==> config.mk <==
export PLATFORM = sky130hd
export DESIGN_NAME = choreography_sequencer
export DESIGN_NICKNAME = d
export VERILOG_FILES = /design/src/rtl/choreo_pkg.sv /design/src/rtl/choreography_sequencer_step_timer.sv /design/src/rtl/choreography_sequencer.sv
export SDC_FILE = /design/constraint.sdc
export NUM_CORES = 1
export LEC_CHECK = 0
export CAP_MARGIN = 20
export CELL_PAD_IN_SITES_DETAIL_PLACEMENT = 1
export CELL_PAD_IN_SITES_GLOBAL_PLACEMENT = 2
export CORE_AREA = 2 2 280 282
export CTS_CLUSTER_SIZE = 25
export DETAILED_ROUTE_END_ITERATION = 8
export DIE_AREA = 0 0 282 284
export PLACE_DENSITY = 0.74
export RECOVER_POWER = 100
export SETUP_SLACK_MARGIN = 0.05
export SLEW_MARGIN = 10
export SYNTH_ARGS = -nofsm -noshare
export SYNTH_HDL_FRONTEND = slang
export SYNTH_SLANG_ARGS = --single-unit
==> constraint.sdc <==
create_clock -name clock -period 4.5 [get_ports clock]
set_clock_uncertainty 0.05 [all_clocks]
set_input_delay 1.35 -clock clock [delete_from_list [all_inputs] [get_ports clock]]
set_output_delay 1.35 -clock clock [all_outputs]
set_load 0.01 [all_outputs]
==> src/rtl/choreo_pkg.sv <==
// -----------------------------------------------------------------------------
// choreo_pkg
// Shared types and helpers for the choreography sequencer.
//   state_t   : playback FSM states
//   gap_t     : 2-bit per-step gap code
//   gap_ticks : maps a gap code onto one of four tick counts
// -----------------------------------------------------------------------------
package choreo_pkg;

    typedef enum logic [1:0] {
        IDLE  = 2'd0,
        FETCH = 2'd1,
        PLAY  = 2'd2,
        DONE  = 2'd3
    } state_t;

    typedef logic [1:0] gap_t;

    // The tick table is owned by the instantiating module's parameters, so the
    // four entries are passed in rather than fixed here.
    function automatic int gap_ticks(input gap_t code,
                                     input int g0, input int g1,
                                     input int g2, input int g3);
        case (code)
            2'd0:    return g0;
            2'd1:    return g1;
            2'd2:    return g2;
            default: return g3;
        endcase
    endfunction

endpackage

==> src/rtl/choreography_sequencer_step_timer.sv <==
// -----------------------------------------------------------------------------
// step_timer
// Loadable down-counter that times the gap between two pattern steps.
//   clock, resetn : clock and synchronous active-low reset
//   load          : start a new gap; load_val is the count that ends in expire
//   load_val      : ticks minus one until expiry
//   clear         : abandon the running gap (highest priority after reset)
//   hold          : freeze the count; also masks expire
//   expire        : high in the cycle the count sits at zero and is not held
// -----------------------------------------------------------------------------
module step_timer #(
    parameter int CW = 30
) (
    input  logic          clock,
    input  logic          resetn,
    input  logic          load,
    input  logic [CW-1:0] load_val,
    input  logic          clear,
    input  logic          hold,
    output logic          expire
);

    logic [CW-1:0] count;
    logic          active;

    // Combinational so the owner can react (reload or finish) on the same edge.
    assign expire = active && !hold && (count == '0);

    always_ff @(posedge clock) begin
        // NOTE: non-blocking assignments for all state so every register
        // samples pre-edge values, independent of statement order.
        if (!resetn) begin
            count  <= '0;
            active <= 1'b0;
        end else if (clear) begin
            count  <= '0;
            active <= 1'b0;
        end else if (load) begin
            count  <= load_val;
            active <= 1'b1;
        end else if (expire) begin
            active <= 1'b0;
        end else if (active && !hold) begin
            count <= count - 1'b1;
        end
    end

endmodule

==> src/rtl/choreography_sequencer.sv <==
// -----------------------------------------------------------------------------
// choreography_sequencer
// Plays a loadable pattern of lane-spawn steps. Each stored step is
// {mask[LANES-1:0], gap[1:0]}; the gap code picks the delay to the next step.
//   clock, resetn      : clock and synchronous active-low reset
//   start, stop, pause : playback control (pause is a level)
//   loop_en, len       : wrap mode and pattern length, sampled at start
//   wr_en/addr/mask/gap: pattern write port, honoured only while idle
//   spawn              : one-cycle lane pulses for the emitted step
//   step_idx           : index of the last emitted step
//   busy               : playback in progress
//   done               : one-cycle pulse at one-shot completion or on stop
//   loop_count         : completed loops, saturating at 255
// -----------------------------------------------------------------------------
module choreography_sequencer
    import choreo_pkg::*;
#(
    parameter  int LANES = 4,
    parameter  int STEPS = 128,
    parameter  int GAP0  = 10000000,
    parameter  int GAP1  = 6000000,
    parameter  int GAP2  = 20000000,
    parameter  int GAP3  = 9000000,
    parameter  int CW    = 30,
    localparam int AW    = $clog2(STEPS),
    localparam int LW    = $clog2(STEPS + 1)
) (
    input  logic             clock,
    input  logic             resetn,
    input  logic             start,
    input  logic             stop,
    input  logic             pause,
    input  logic             loop_en,
    input  logic [LW-1:0]    len,
    input  logic             wr_en,
    input  logic [AW-1:0]    wr_addr,
    input  logic [LANES-1:0] wr_mask,
    input  logic [1:0]       wr_gap,
    output logic [LANES-1:0] spawn,
    output logic [AW-1:0]    step_idx,
    output logic             busy,
    output logic             done,
    output logic [7:0]       loop_count
);

    localparam int DW = LANES + 2;

    logic [DW-1:0] mem [STEPS];
    logic [DW-1:0] rdata;      // holds the next step until it is emitted
    logic          rd_en;
    logic [AW-1:0] rd_addr;

    state_t        state;
    logic [AW-1:0] cur_addr;   // address of the step sitting in rdata
    logic [LW-1:0] len_q;
    logic          loop_q;
    logic          final_q;    // last step of a one-shot run is playing

    logic          start_ok;
    logic          wr_ok;
    logic [LW-1:0] len_eff;
    logic          is_last;
    logic [AW-1:0] next_addr;
    logic          emit;
    logic          finish;
    logic          t_expire;
    logic [CW-1:0] t_val;

    assign len_eff  = (len > LW'(STEPS)) ? LW'(STEPS) : len;
    assign start_ok = (state == IDLE) && start && !stop && (len != '0);
    assign wr_ok    = (state == IDLE) && wr_en && !start_ok && (int'(wr_addr) < STEPS);

    always_comb begin
        // NOTE: every output of this block gets a default first, so no path
        // through it can infer a latch.
        is_last   = 1'b0;
        next_addr = cur_addr + AW'(1);
        if (LW'(cur_addr) + LW'(1) == len_q) begin
            is_last   = 1'b1;
            next_addr = '0;
        end
    end

    // The step in rdata goes out on the FETCH->PLAY edge and on every gap
    // expiry, except after the final step of a one-shot run.
    assign emit   = !stop && ((state == FETCH) ||
                              ((state == PLAY) && t_expire && !final_q));
    assign finish = !stop && (state == PLAY) && t_expire && final_q;

    assign rd_en   = start_ok || emit;
    assign rd_addr = start_ok ? '0 : next_addr;
    assign t_val   = CW'(gap_ticks(rdata[1:0], GAP0, GAP1, GAP2, GAP3) - 1);

    // NOTE: the pattern memory and its read register have no reset; a
    // pattern loaded once survives a reset of the playback logic.
    always_ff @(posedge clock) begin
        if (wr_ok) begin
            mem[wr_addr] <= {wr_mask, wr_gap};
        end
        if (rd_en) begin
            rdata <= mem[rd_addr];
        end
    end

    step_timer #(.CW(CW)) u_timer (
        .clock    (clock),
        .resetn   (resetn),
        .load     (emit),
        .load_val (t_val),
        .clear    (stop),
        .hold     (pause),
        .expire   (t_expire)
    );

    always_ff @(posedge clock) begin
        if (!resetn) begin
            state      <= IDLE;
            spawn      <= '0;
            step_idx   <= '0;
            busy       <= 1'b0;
            done       <= 1'b0;
            loop_count <= '0;
            cur_addr   <= '0;
            len_q      <= '0;
            loop_q     <= 1'b0;
            final_q    <= 1'b0;
        end else begin
            spawn <= '0;
            done  <= 1'b0;

            if (emit) begin
                spawn    <= rdata[DW-1:2];
                step_idx <= cur_addr;
                cur_addr <= next_addr;
                final_q  <= is_last && !loop_q;
                // Step 0 emitted from PLAY can only be a wrap.
                if ((state == PLAY) && (cur_addr == '0) && (loop_count != 8'hFF)) begin
                    loop_count <= loop_count + 8'd1;
                end
            end

            unique case (state)
                IDLE: begin
                    busy <= 1'b0;
                    if (start_ok) begin
                        state      <= FETCH;
                        busy       <= 1'b1;
                        len_q      <= len_eff;
                        loop_q     <= loop_en;
                        loop_count <= '0;
                        cur_addr   <= '0;
                        final_q    <= 1'b0;
                    end
                end
                FETCH, PLAY: begin
                    if (stop) begin
                        state <= IDLE;
                        busy  <= 1'b0;
                        done  <= 1'b1;
                    end else if (state == FETCH) begin
                        state <= PLAY;
                    end else if (finish) begin
                        state <= DONE;
                    end
                end
                DONE: begin
                    // busy stays high through this pulse and drops in IDLE.
                    done  <= 1'b1;
                    state <= IDLE;
                end
            endcase
        end
    end

endmodule

==> reports/results.txt, run 1 <==
#FFs+latches synth - 845
starting DRC count in detailed routing - 2161
Post-synth EDFFs - 774
leakage power - 13.8 nW
hold_ws - 418 ps
Syn Nets - 2570
Netlist cell types - 80
layout cells sized above 1 - 17.3%
Layout Nets - 2944
DR vias/cell - 6.00
Hold-fix buffers, CTS - 0
vias in the first global route - 24995
Post-Synthesis Cell Area - 34500 sq um
Reg2Reg Depth - 15
Yosys warning total - 0
Die ar. - 80100 sq um
CP required - 4980 ps
TritonCTS Buffers - 92
total congestion overflow - 0
H-tree levels - 3
most common cell after layout, fill and taps aside - edfxtp_1
PwrDens - 479 nW/um^2
failing checks - max-capacitance violations, max-slew violations
Startpoint Class - flop
fraction of registers with async set/reset - 0%
root buffer cell - clkbuf_16
status - finished with violations
CP max-delay cell - a221oi_1
cell total after placement - 3836
min cycle time layout - 4420 ps
CP max FO - 14
Worst Hold Class - flop to flop
DRT Pass-1 Iters - 6
Relative slew margins - -126%
max-cap violations - 9
worst slew pin tran - 3390 ps
RSZ-0062 raised after global routing - true
CTS clk-pin slew, worst paths - 60 ps
Total Routing Usage GR - 28.4%
non-filler cells, final - 4015
initial antenna violation count - 0
VDD IR max - 0.351 mV
Cell Chain, Critical Path - ha_1, clkbuf_4, and3_1, xnor2_2, xor2_1, and4_4, buf_4, buf_4, nor3_4, buf_12, buf_12, a21oi_1, nand3_1, a221oi_1, o32a_1
port bufs - 48
HPWL after detailed placement - 73200 um
global-route wire length before repair - 167000 um
CP Data Arrival Time - 4890 ps
largest net degree at the start of global routing - 97
Max Fclk - 0.226 GHz
DRC errors left - 0
chip height - 284 um
hold depth - 2
post-route ant nets - 0
total vias in the final route - 24094
Core Region - 77000 sq um
final worst-path cycle share - 98.2%
Synth Instances - 2524
later-pin clock latency in the skew report - 650 ps
GP Congestion - 0.905
area growth from synthesis to layout - 19.8%
die extent in x - 282 um
TritonCTS clock tree - built
ys flop type - edfxtp_1
clk buf depth - 3
max-slew violations - 459
clk sinks - 845
most frequent cells in the layout - edfxtp_1 (774), nand2_1 (330), nor2_1 (221)
Initial Util - 44.8%
Top Ports - 49
Setup-failing EPs final - 0
Core Rows - 102
Synth Area per Inst - 13.7 sq um
diode count - 0
average routed wire per standard cell - 28.2 um
Final Hold Viols - 0
final wirelength - 113000 um
Setup Crit Path Kind - flop to flop
Seq/Total Area, Yosys - 71.5%
CP peak stage delay - 540 ps
critical path endpoint category - flop
registers in the layout (all words and copies together), names as in the netlist:
| name | count |
|---|---|
| loop_count | 8 |
| state | 2 |
| done | 1 |
| u_timer.active | 1 |
| cur_addr | 7 |
| final_q | 1 |
| rdata | 6 |
| busy | 1 |
| step_idx | 7 |
| mem | 768 |
| len_q | 8 |
| spawn | 4 |
| loop_q | 1 |
| u_timer.count | 30 |
synth_stat cells (10+ instances only):
cell,instances,share of area [%]
a21oi_1,89,1.3
a32oi_1,35,0.89
buf_4,10,0.22
mux2i_1,93,2.7
xor2_1,23,0.58
nand2b_1,18,0.33
a22o_1,15,0.38
and2_1,13,0.24
o221ai_1,35,0.89
o21ai_1,10,0.15
and3_1,31,0.56
nand3_1,90,1.3
o2111ai_1,10,0.25
o21ai_0,56,0.81
buf_2,50,0.73
clkbuf_1,73,0.79
nor2b_1,19,0.34
nor3_1,32,0.46
a21boi_0,10,0.22
o211ai_1,19,0.41
a221oi_1,16,0.41
buf_1,12,0.13
inv_1,14,0.15
a31oi_1,30,0.54
nand4_1,26,0.47
dfxtp_1,71,4.1
a22oi_1,31,0.68
nor4_1,14,0.25
nand2_1,332,3.6
edfxtp_1,774,67
xnor2_1,20,0.51
a211oi_1,13,0.28
nor2_1,224,2.4
ha_1,18,0.65
o32ai_1,10,0.25
o22ai_1,77,1.4
report_power, final:
part,switching (mW),leakage [nW],internal [mW]
registers,0.0820,7.53,8.66
logic,2.41,4.80,1.27
clock network,3.13,1.42,4.25
final timing paths:
| check | startpoint | to | slack [ps] |
|---|---|---|---|
| worst max-delay path | cur_addr[1] | rdata[2] | 80 |
| worst min-delay path | step_idx[2] | step_idx[2] | 420 |
| worst max register to register | cur_addr[1] | rdata[2] | 80 |
| worst min register to register | step_idx[2] | step_idx[2] | 420 |
cell type report:
type / count / area (sq um)
timing repair buffer: 433 / 3190
inverter: 15 / 56.3
multi-input combinational: 1511 / 9190
clock inverter: 50 / 444
tap: 1040 / 1300
clock buffer: 121 / 2450
fill: 7664 / 35700
sequential: 845 / 24700
timing repair:
item | in CTS | in global routing
setup endpoints to repair | 6 | 6
setup buffers | 2 | 6
gates resized for setup | 3 | 16
pin swaps | 1 | 4
per-layer routing:
metal	up-vias	global-route usage (%)	part of all wire, %	wire, um
met5	-	0	0	0
met4	0	10.6	3.6	4100
met3	207	4.13	6.3	7200
met2	892	47.7	50	56400
met1	12492	37.2	40	45700
li1	10503	-	-	-
cell families (layout without fill, tap and decap cells):
| group | after synthesis | in the layout | synth area share [%] |
|---|---|---|---|
| flops | 845 | 845 | 71.5 |
| simple gates | 831 | 831 | 10.9 |
| compound gates | 524 | 524 | 10.8 |
| buf+inv | 168 | 619 | 2.30 |
| mux | 94 | 94 | 2.73 |
| xor+xnor | 44 | 44 | 1.14 |
| fa+ha+maj | 18 | 18 | 0.653 |
critical path: cells and delay by family (launching register included):
kind,cells,cell delay [ps]
adders and majority gates,1,300
buffers and inverters,5,910
xor gates and xnor gates,2,590
AOI/OAI and AO/OA,3,940
and+or+nand+nor,4,970
DFF,1,500
per-stage QoR:
stage	util (%)	setup TNS (ps)	area, sq um	power [mW]	setup WS [ps]
2_1_floorplan	-	0	34500	10.8	692
3_3_place_gp	50.5	-3640	38900	12.4	-761
3_5_place_dp	50.5	-3100	38900	12.5	-625
4_1_cts	54.3	0	41800	19.9	53.4
5_1_grt	53.7	0	41300	20.4	6.54
6_report	53.7	0	41300	19.8	81.5
(Power assumes the default switching activity.)
==> run 2, diff against run 1 <==
- CORE_AREA: 2 2 280 282 -> 2 2 251 315
- DIE_AREA: 0 0 282 284 -> 0 0 253 317
==> run 2 against run 1 <==
Compared with the run above: the run still ends with max-capacitance violations, max-slew violations left; largest cell class unchanged; sequential power is essentially flat; final cell count decreased by 2.2%; clock power shrank 2%; first-iteration DRC count is 10% lower; largest power group unchanged; count of clock-buffer cells in the layout shrank 20; sequential share of layout area rose by 0.65 points; register-to-register slack improved by 60 ps; final area is 1.1% lower; fmax up 1.3%.
==> reports/results.txt, run 2 (same netlist as run 1, synthesis figures left out) <==
fillcell total - 7619 (was 7664)
Relative slew margins - -120% (was -126%)
Core Region - 77000 sq um (about the same)
area growth from synthesis to layout - 18.5% (was 19.8%)
Startpoint Class - flop (unchanged)
root buffer cell - clkbuf_16 (unchanged)
total vias in the final route - 23771 (was 24094)
Cell Chain, Critical Path - buf_4, and3_1, xnor2_2, xor2_1, and4_4, buf_2, nor2_4, buf_12, buf_4, a2111oi_0, o221ai_1, o221ai_1, a32oi_1 (was ha_1, clkbuf_4, and3_1, xnor2_2, xor2_1, and4_4, buf_4, buf_4, nor3_4, buf_12, buf_12, a21oi_1, nand3_1, a221oi_1, o32a_1)
DRT Pass-1 Iters - 5 (was 6)
max reg flops - 768 (unchanged)
vias in the first global route - 25030 (was 24995)
worst slew pin tran - 3300 ps (was 3390 ps)
initial antenna violation count - 1 (was 0)
TritonCTS clock tree - built (unchanged)
final worst-path cycle share - 97.0% (was 98.2%)
Layout Nets - 2917 (was 2944)
GP Congestion - 0.898 (was 0.905)
failing checks - max-capacitance violations, max-slew violations (unchanged)
CP required - 4840 ps (was 4980 ps)
Final Cell Area - 40900 sq um (was 41300 sq um)
post-route ant nets - 0 (unchanged)
later-pin clock latency in the skew report - 660 ps (was 650 ps)
DRC errors left - 0 (unchanged)
Setup Crit Path Kind - flop to flop (unchanged)
CP max FO - 12 (was 14)
largest net degree at the start of global routing - 129 (was 97)
average routed wire per standard cell - 28.9 um (was 28.2 um)
total congestion overflow - 0 (unchanged)
DR vias/cell - 6.05 (was 6.00)
RSZ-0062 raised after global routing - false (was true)
Initial Util - 44.8% (about the same)
max-slew violations - 500 (was 459)
most frequent cells in the layout - edfxtp_1 (774), nand2_1 (331), nor2_1 (221) (was edfxtp_1 (774), nand2_1 (330), nor2_1 (221))
PwrDens - 481 nW/um^2 (was 479 nW/um^2)
most common cell after layout, fill and taps aside - edfxtp_1 (unchanged)
min cycle time layout - 4360 ps (was 4420 ps)
starting DRC count in detailed routing - 1940 (was 2161)
VDD IR max - 0.289 mV (was 0.351 mV)
Top reg by flops - mem (unchanged)
biggest regs - mem: 768 flops, u_timer.count: 30 flops (unchanged)
setup TNS - 0 ps (unchanged)
final wirelength - 113000 um (about the same)
Buf+Inv Stages, Crit Path - 4 (was 5)
critical path endpoint category - flop (unchanged)
HPWL after detailed placement - 74800 um (was 73200 um)
hold_ws - 415 ps (was 418 ps)
CTS clk-pin slew, worst paths - 60 ps (about the same)
Power Total - 19.7 mW (was 19.8 mW)
placed inst area - 38700 sq um (was 38900 sq um)
die extent in x - 253 um (was 282 um)
CP Data Arrival Time - 4700 ps (was 4890 ps)
Core Rows - 114 (was 102)
chip height - 317 um (was 284 um)
family with the most delay on the worst path - compound AO/OA/AOI/OAI gates (was simple AND/OR/NAND/NOR gates)
Core Util, Final - 53.1% (was 53.7%)
Hold-fix buffers, CTS - 0 (unchanged)
clk buf depth - 3 (unchanged)
Final Hold Viols - 0 (unchanged)
clk sinks - 845 (unchanged)
Top Ports - 49 (unchanged)
Setup-failing EPs final - 0 (unchanged)
layout cells sized above 1 - 15.4% (was 17.3%)
Total Routing Usage GR - 28.6% (was 28.4%)
status - finished with violations (unchanged)
max-cap violations - 9 (unchanged)
leakage power - 13.4 nW (was 13.8 nW)
Max Fclk - 0.229 GHz (was 0.226 GHz)
CP max-delay cell - a2111oi_0 (was a221oi_1)
H-tree levels - 3 (unchanged)
Die ar. - 80200 sq um (was 80100 sq um)
global-route wire length before repair - 166000 um (was 167000 um)
TritonCTS Buffers - 85 (was 92)
Worst Hold Class - flop to flop (unchanged)
CP peak stage delay - 630 ps (was 540 ps)
port bufs - 48 (unchanged)
[run 2: cell types whose count changed in the layout (fill, tap and decap cells not counted), sizes merged]
cell / before / now
clkinvlp: 1 / 8
buf: 222 / 203
clkinv: 37 / 35
inv: 20 / 18
diode: 0 / 1
bufinv: 7 / 10
clkbuf: 290 / 269
[run 2: cell type report]
| type | instances | area (sq um) | share of cell area, % |
|---|---|---|---|
| antenna | 1 | 2.50 | 0.00612 |
| clock buffer | 101 | 2230 | 5.46 |
| clock inverter | 56 | 571 | 1.40 |
| inverter | 15 | 56.3 | 0.138 |
| multi-input combinational | 1511 | 9120 | 22.3 |
| sequential | 845 | 24700 | 60.4 |
| tap | 986 | 1230 | 3.02 |
| timing repair buffer | 413 | 2980 | 7.30 |
[run 2: routing by layer]
metal | GRT usage [%] | routed length, um
met1 | 35.2 | 44600
met2 | 49.5 | 56500
met3 | 4.02 | 6420
met4 | 14.0 | 5880
met5 | 0 | 0
[run 2: worst paths after layout]
| path | startpoint | endpoint | slack (ps) | depth (start not counted) |
|---|---|---|---|---|
| setup / recovery | cur_addr[2] | rdata[1] | 140 | 13 |
| hold / removal | step_idx[0] | step_idx[0] | 420 | 2 |
| setup reg to reg | cur_addr[2] | rdata[1] | 140 | 13 |
| hold reg to reg | step_idx[0] | step_idx[0] | 420 | 2 |
[run 2: metrics by stage]
step,instances,worst slack (ps)
3_3_place_gp,3770,-489
2_1_floorplan,2524,692
5_1_grt,3927,34.7
4_1_cts,3927,77.8
3_5_place_dp,3770,-457
6_report,3928,137
[run 2: power breakdown]
| part | leakage [nW] | switching (mW) | internal (mW) |
|---|---|---|---|
| Combinational | 4.54 | 2.43 | 1.26 |
| Clock | 1.35 | 3.09 | 4.13 |
| Sequential | 7.53 | 0.0806 | 8.66 |
[run 2: repair_timing]
| item | in CTS | in global routing |
|---|---|---|
| hold endpoints to repair | 0 | 0 |
| setup buffers | 0 | 0 |
| resized for setup | 1 | 4 |
| endpoints found under the setup margin | 1 | 6 |
[run 2: worst min-delay path, stage by stage (launching register included)]
cell	delay (ps)
dfxtp_1	300
nand2_1	50
a21boi_0	60
==> run 3, diff against run 2 <==
- SLEW_MARGIN: 10 -> 25
==> results of run 3 <==
The final DEF is identical to that of run 2; final timing and power are the same.
